===== src/rtl/satd_pkg.sv =====
// Shared SATD geometry: default pixel/row/block sizes and bus-layout helpers used by the
// packer, SATD core and differences stage.
package satd_pkg;

  localparam int SATD_WIDTH      = 8;
  localparam int SATD_NUM_INPUTS = 8;
  localparam int SATD_ITERATIONS = 8;

  function automatic int row_w(input int width, input int num_inputs);
    return width * num_inputs;
  endfunction

  function automatic int blk_w(input int width, input int num_inputs, input int iterations);
    return width * num_inputs * iterations;
  endfunction

  // Bit offset of row r inside a flat block bus.
  function automatic int row_lsb(input int row, input int rw);
    return row * rw;
  endfunction

endpackage


===== src/rtl/satd_blk_bank.sv =====
// One ORG+CUR block buffer: synchronous clear, one row written per cycle at the given row index.
module satd_blk_bank
  import satd_pkg::*;
#(
  parameter int WIDTH      = SATD_WIDTH,
  parameter int NUM_INPUTS = SATD_NUM_INPUTS,
  parameter int ITERATIONS = SATD_ITERATIONS,
  localparam int ROW_W = row_w(WIDTH, NUM_INPUTS),
  localparam int BLK_W = blk_w(WIDTH, NUM_INPUTS, ITERATIONS),
  localparam int RW    = $clog2(ITERATIONS)
) (
  input  logic             clk,
  input  logic             rst,
  input  logic             we,
  input  logic [RW-1:0]    row,
  input  logic [ROW_W-1:0] org_row,
  input  logic [ROW_W-1:0] cur_row,
  output logic [BLK_W-1:0] org_blk,
  output logic [BLK_W-1:0] cur_blk
);

  always_ff @(posedge clk) begin
    if (rst) begin
      org_blk <= '0;
      cur_blk <= '0;
    end else if (we) begin
      for (int r = 0; r < ITERATIONS; r++) begin
        if (row == RW'(r)) begin
          org_blk[row_lsb(r, ROW_W) +: ROW_W] <= org_row;
          cur_blk[row_lsb(r, ROW_W) +: ROW_W] <= cur_row;
        end
      end
    end
  end

endmodule


===== src/rtl/satd_block_packer.sv =====
// Ping-pong row-to-block packer feeding the SATD flat ORG/CUR buses; one bank fills while the
// other is held for the consumer.
module satd_block_packer
  import satd_pkg::*;
#(
  parameter int WIDTH      = SATD_WIDTH,
  parameter int NUM_INPUTS = SATD_NUM_INPUTS,
  parameter int ITERATIONS = SATD_ITERATIONS,
  localparam int ROW_W = row_w(WIDTH, NUM_INPUTS),
  localparam int BLK_W = blk_w(WIDTH, NUM_INPUTS, ITERATIONS),
  localparam int RW    = $clog2(ITERATIONS)
) (
  input  logic             clk,
  input  logic             rst,
  input  logic             in_valid,
  output logic             in_ready,
  input  logic             in_sof,
  input  logic [ROW_W-1:0] in_org,
  input  logic [ROW_W-1:0] in_cur,
  output logic             out_valid,
  input  logic             out_ready,
  output logic [BLK_W:0]   ORG,
  output logic [BLK_W:0]   CUR,
  output logic             sync_err
);

  localparam logic [RW-1:0] LAST_ROW = RW'(ITERATIONS - 1);

  // Handshakes: a beat transfers on in_valid && in_ready, a block on out_valid && out_ready.
  // Neither ready depends on the matching valid.
  logic [RW-1:0] row_cnt, row_nxt, wr_row;
  logic          wr_bank, wr_bank_nxt;
  logic          rd_bank, rd_bank_nxt;
  logic [1:0]    full_cnt, full_nxt;
  logic          accept, resync, complete, deliver;
  logic [BLK_W-1:0] org0, cur0, org1, cur1;

  assign in_ready  = (full_cnt < 2'd2);
  assign out_valid = (full_cnt != 2'd0);
  assign accept    = in_valid && in_ready;
  assign deliver   = out_valid && out_ready;
  assign resync    = accept && in_sof && (row_cnt != '0);
  // A start-of-frame beat always lands in row 0, dropping any partial rows.
  assign wr_row    = in_sof ? '0 : row_cnt;
  assign complete  = accept && (wr_row == LAST_ROW);

  always_comb begin
    row_nxt     = row_cnt;
    wr_bank_nxt = wr_bank;
    rd_bank_nxt = rd_bank;
    full_nxt    = full_cnt;
    if (accept) row_nxt = complete ? '0 : wr_row + RW'(1);
    if (complete) wr_bank_nxt = ~wr_bank;
    if (deliver) rd_bank_nxt = ~rd_bank;
    case ({complete, deliver})
      2'b10:   full_nxt = full_cnt + 2'd1;
      2'b01:   full_nxt = full_cnt - 2'd1;
      default: full_nxt = full_cnt;
    endcase
  end

  always_ff @(posedge clk) begin
    if (rst) begin
      row_cnt  <= '0;
      wr_bank  <= 1'b0;
      rd_bank  <= 1'b0;
      full_cnt <= 2'd0;
      sync_err <= 1'b0;
    end else begin
      row_cnt  <= row_nxt;
      wr_bank  <= wr_bank_nxt;
      rd_bank  <= rd_bank_nxt;
      full_cnt <= full_nxt;
      sync_err <= resync;
    end
  end

  satd_blk_bank #(.WIDTH(WIDTH), .NUM_INPUTS(NUM_INPUTS), .ITERATIONS(ITERATIONS)) u_bank0 (
    .clk     (clk),
    .rst     (rst),
    .we      (accept && !wr_bank),
    .row     (wr_row),
    .org_row (in_org),
    .cur_row (in_cur),
    .org_blk (org0),
    .cur_blk (cur0)
  );

  satd_blk_bank #(.WIDTH(WIDTH), .NUM_INPUTS(NUM_INPUTS), .ITERATIONS(ITERATIONS)) u_bank1 (
    .clk     (clk),
    .rst     (rst),
    .we      (accept && wr_bank),
    .row     (wr_row),
    .org_row (in_org),
    .cur_row (in_cur),
    .org_blk (org1),
    .cur_blk (cur1)
  );

  assign ORG = {1'b0, rd_bank ? org1 : org0};
  assign CUR = {1'b0, rd_bank ? cur1 : cur0};

endmodule

===== config.mk =====
export PLATFORM = sky130hd
export DESIGN_NAME = satd_block_packer
export DESIGN_NICKNAME = d
export VERILOG_FILES = /design/src/rtl/satd_pkg.sv /design/src/rtl/satd_blk_bank.sv /design/src/rtl/satd_block_packer.sv
export SDC_FILE = /design/constraint.sdc
export NUM_CORES = 2
export LEC_CHECK = 0
export CORE_MARGIN = 3
export CORE_UTILIZATION = 25
export CTS_CLUSTER_SIZE = 28
export DETAILED_ROUTE_END_ITERATION = 6
export DONT_BUFFER_PORTS = 1
export PLACE_DENSITY = 0.44
export SYNTH_ARGS = -nofsm -noshare
export SYNTH_HDL_FRONTEND = slang
export SYNTH_SLANG_ARGS = --single-unit

===== constraint.sdc =====
create_clock -name clk -period 2.2 [get_ports clk]
set_clock_uncertainty 0.1 [all_clocks]
set_input_delay 0.55 -clock clk [delete_from_list [all_inputs] [get_ports clk]]
set_output_delay 0.55 -clock clk [all_outputs]
set_load 0.01 [all_outputs]

==> results by group <==
Setup path
  – Setup CP Type: flip-flop to output port
  – Delay-heaviest family, CP: buffers and inverters
  – Worst-path fanout max: 17
  – Slowest stage delay, CP: between 0.4 and 0.5 ns
  – Crit path capture type: output port
  – Worst Path Buf+Inv: 3
  – Critical Path AT: around 2.5 ns
  – RR Endpoint: u_bank1.org_blk[459]
  – FF-to-FF path depth: 8
  – Critical Path RT: 1.55 ns
  – Worst path slowest cell: mux2_2
  – CP startpoint kind: flip-flop
  – Crit-path cells: buf_16, buf_16, buf_12, mux2_2
  – Reg-to-reg critical path startpoint: row_cnt[0]
  – Worst reg2reg setup slack: -0.24 ns
  – Worst path most repeated cell: buf_16

Global route
  – First-pass GRT wire length: just over 500,000 µm
  – Vias in the first global route: between 60,000 and 70,000
  – Initial antenna violation count: around 60
  – Met1 Use GR: 0.2295
  – Overall Global Routing Usage: 0.1901
  – Met2 Use GR: 0.3211
  – GR peak layer: met2
  – Global route total overflow: 0
  – Routing usage on met3: 0.04336
  – Largest net degree at the start of global routing: roughly 420

Floorplanning
  – Die ar.: between 0.3 and 0.4 mm²
  – Die Ht: about 600 µm
  – I/O pin cnt: ~1,200
  – Starting Density: 0.2513
  – Horiz. Die Dim: about 600 µm
  – Core Region: 0.3530 mm²
  – Num rows: ~220

Hold path
  – Hold Path End: u_bank0.cur_blk[214]
  – Worst hold path type: primary input to flip-flop
  – Hold Path Cell Cnt: 2
  – Worst min-delay path startpoint: rst

Drt
  – Post-Route WL: roughly 360,000 µm
  – Antenna Nets Post-Route: 0
  – Drt wl/cell: about 26 µm
  – Initial DRC count: between 3,000 and 4,000
  – Via density per instance: approximately 4.6
  – DRC: 0
  – DRT Pass-1 Iters: 5
  – Via Count: approximately 63,000

Synthesis
  – Synth Instances: roughly 8,700
  – Syn Area/Cell: between 10 and 15 µm²
  – Yosys reg bits: between 2,000 and 2,500
  – Yosys top cell by area: dfxtp_1
  – Post-synth EDFFs: 0
  – Post-synth top area share: 0.4640
  – YS warnings: 0
  – Async S/R FF share, synth: 0
  – Synth Flop Type: dfxtp_1
  – Post-synth top cells: 2,056 x dfxtp_1, 1,666 x nand2b_1, 1,536 x mux2i_1
  – Number of distinct library cells after synthesis: 34
  – Seq/Total Area, Yosys: 0.4640
  – Ranking of synthesized cells by area: dfxtp_1 46%, mux2i_1 17%, mux2_2 13%
  – Cell Area, Synth: 0.08871 mm²
  – Most numerous cell in the Yosys netlist: dfxtp_1

Placement
  – Final GP Congestion: 0.8300
  – Pre-CTS setup slack: -1.260 ns
  – Hpwl dp: roughly 250,000 µm
  – Port bufs: 0
  – Placed cells: ~13,000

Finish
  – Fin util: 0.3122
  – Nets: 8,989
  – Area growth, synth to finish: 24.22%
  – Layout cells sized above 1: 0.2229
  – Final non-filler cell total: 13,800

Clock tree
  – Clock buffer count from CTS: between 200 and 250
  – Clock Path Buffers: 4
  – Clk slew on worst S/H paths: about 0.06 ns
  – Max H-tree Level: 4
  – Root Driver: clkbuf_16
  – CTS tree: yes
  – Clock Latency Late Sink: roughly 0.94 ns
  – TritonCTS Sinks: between 2,000 and 2,500

Power and ir drop
  – Total leakage power: 48.27 nW
  – Pwr Density: ~760 mW/mm²
  – VDD IR max: 0.0006610 V

STA
  – Final hold violation count: 0
  – Setup violators final: 2,330
  – Slew margin rel.: -0.4338
  – Max Clock Freq: between 300 and 400 MHz
  – Final setup margin: -0.9407 ns
  – Final period util: 1.428
  – Final Max Tran Viols: 248
  – Slew @ Worst Pin: roughly 2.2 ns
  – RSZ-0062 raised after global routing: yes
  – Final min period: 3.141 ns

Job
  – Max_cap viols: 0

Run status
  – Result of the run: finished with violations
  – Violated checks: slew limit, setup timing
[layout by cell type (no fill, tap or decap), types with 32 or more instances in the layout]
| cell | n |
|---|---|
| mux2_2 | 871 |
| mux2i_1 | 1536 |
| clkbuf_1 | 57 |
| clkinv_2 | 50 |
| buf_12 | 270 |
| clkbuf_16 | 253 |
| buf_16 | 32 |
| mux2_4 | 153 |
| clkbuf_8 | 57 |
| dlygate4sd3_1 | 132 |
| buf_4 | 267 |
| a21oi_1 | 516 |
| nand2_1 | 1027 |
| dfxtp_1 | 2055 |
| nand2b_1 | 1665 |
[what timing repair did]
| item | in CTS | in global routing |
|---|---|---|
| resized for setup | 118 | 71 |
| setup endpoints to repair | 2037 | 2856 |
| hold buffers | 133 | 0 |
| buffers inserted | 8 | 1 |
| gates cloned | 4 | 8 |
| endpoints found under the hold margin | 2052 | 0 |
[worst register-to-register path, delay by kind of cell, from the launching register on]
family / cells / cell delay [ns]
flip-flops: 1 / 0.31
AO/OA/AOI/OAI: 1 / 0.17
buffers and inverters: 2 / 0.70
AND/OR/NAND/NOR: 3 / 0.56
adder cells (fa/ha/maj): 2 / 0.44
[power breakdown]
part	switching [mW]	leakage (nW)	internal (mW)
combinational	2.47	27.7	1.76
clock	17.4	4.03	24.0
sequential	0.126	16.6	37.5
[cell type report]
class                      count  area, µm²
multi-input combinational   5823      44910
clock buffer                 359       7129
timing repair buffer         719       9971
clock inverter                86       1050
sequential                  2056      41160
fill                       35960     242800
inverter                       4      15.01
tap                         4730       5918
antenna                       19      47.55
[worst max path at each step]
stage,start,depth (start not counted),endpoint,slack (ns)
6_report,rd_bank,4,CUR[284],-0.94
5_1_grt,rd_bank,4,ORG[457],-1.03
4_1_cts,rd_bank,4,CUR[291],-1.07
3_5_place_dp,rst,5,u_bank1.org_blk[183],-1.26
3_3_place_gp,rst,5,u_bank0.org_blk[114],-1.16
2_1_floorplan,in_sof,8,u_bank1.cur_blk[448],-0.01
[state kept, by name, indices dropped and copies added, names as in the netlist]
signal and count:
u_bank1.org_blk 512, u_bank0.org_blk 512, rd_bank 1, row_cnt 3
wr_bank 1, sync_err 1, full_cnt 2, u_bank1.cur_blk 512
u_bank0.cur_blk 512
[metal layers]
layer	vias to the layer above	share of wire
met5	-	0.00059
met4	34	0.052
met3	548	0.061
met2	1561	0.47
met1	31390	0.41
li1	29270	-
[per-stage QoR]
step / area, µm² / TNS, ns / total power, mW / hold slack (ns)
final: 110200 / -1240.46 / 83.24 / 0.01810
after global routing: 110200 / -1454.56 / 86.01 / 0.02918
after CTS: 109600 / -1101.14 / 84.54 / 0.006577
after detailed placement: 99350 / -1374.80 / 42.10 / 0.3401
after global placement: 99350 / -1260.69 / 42.03 / 0.3330
after floorplan: 88740 / -1.470 / 40.45 / 0.3329
[logic make-up (layout without fill, tap and decap cells)]
group,count (synthesis),in the layout,share of synthesized area
muxes,2560,2560,0.3033
and+or+nand+nor,2732,2732,0.1639
xor gates and xnor gates,3,3,0.0002962
adders and majority gates,7,7,0.0009872
DFF,2056,2056,0.4640
AOI/OAI and AO/OA,519,519,0.02934
buffers and inverters,778,1168,0.03815
other,1,21,0.00004227
(Power assumes the default switching activity.)
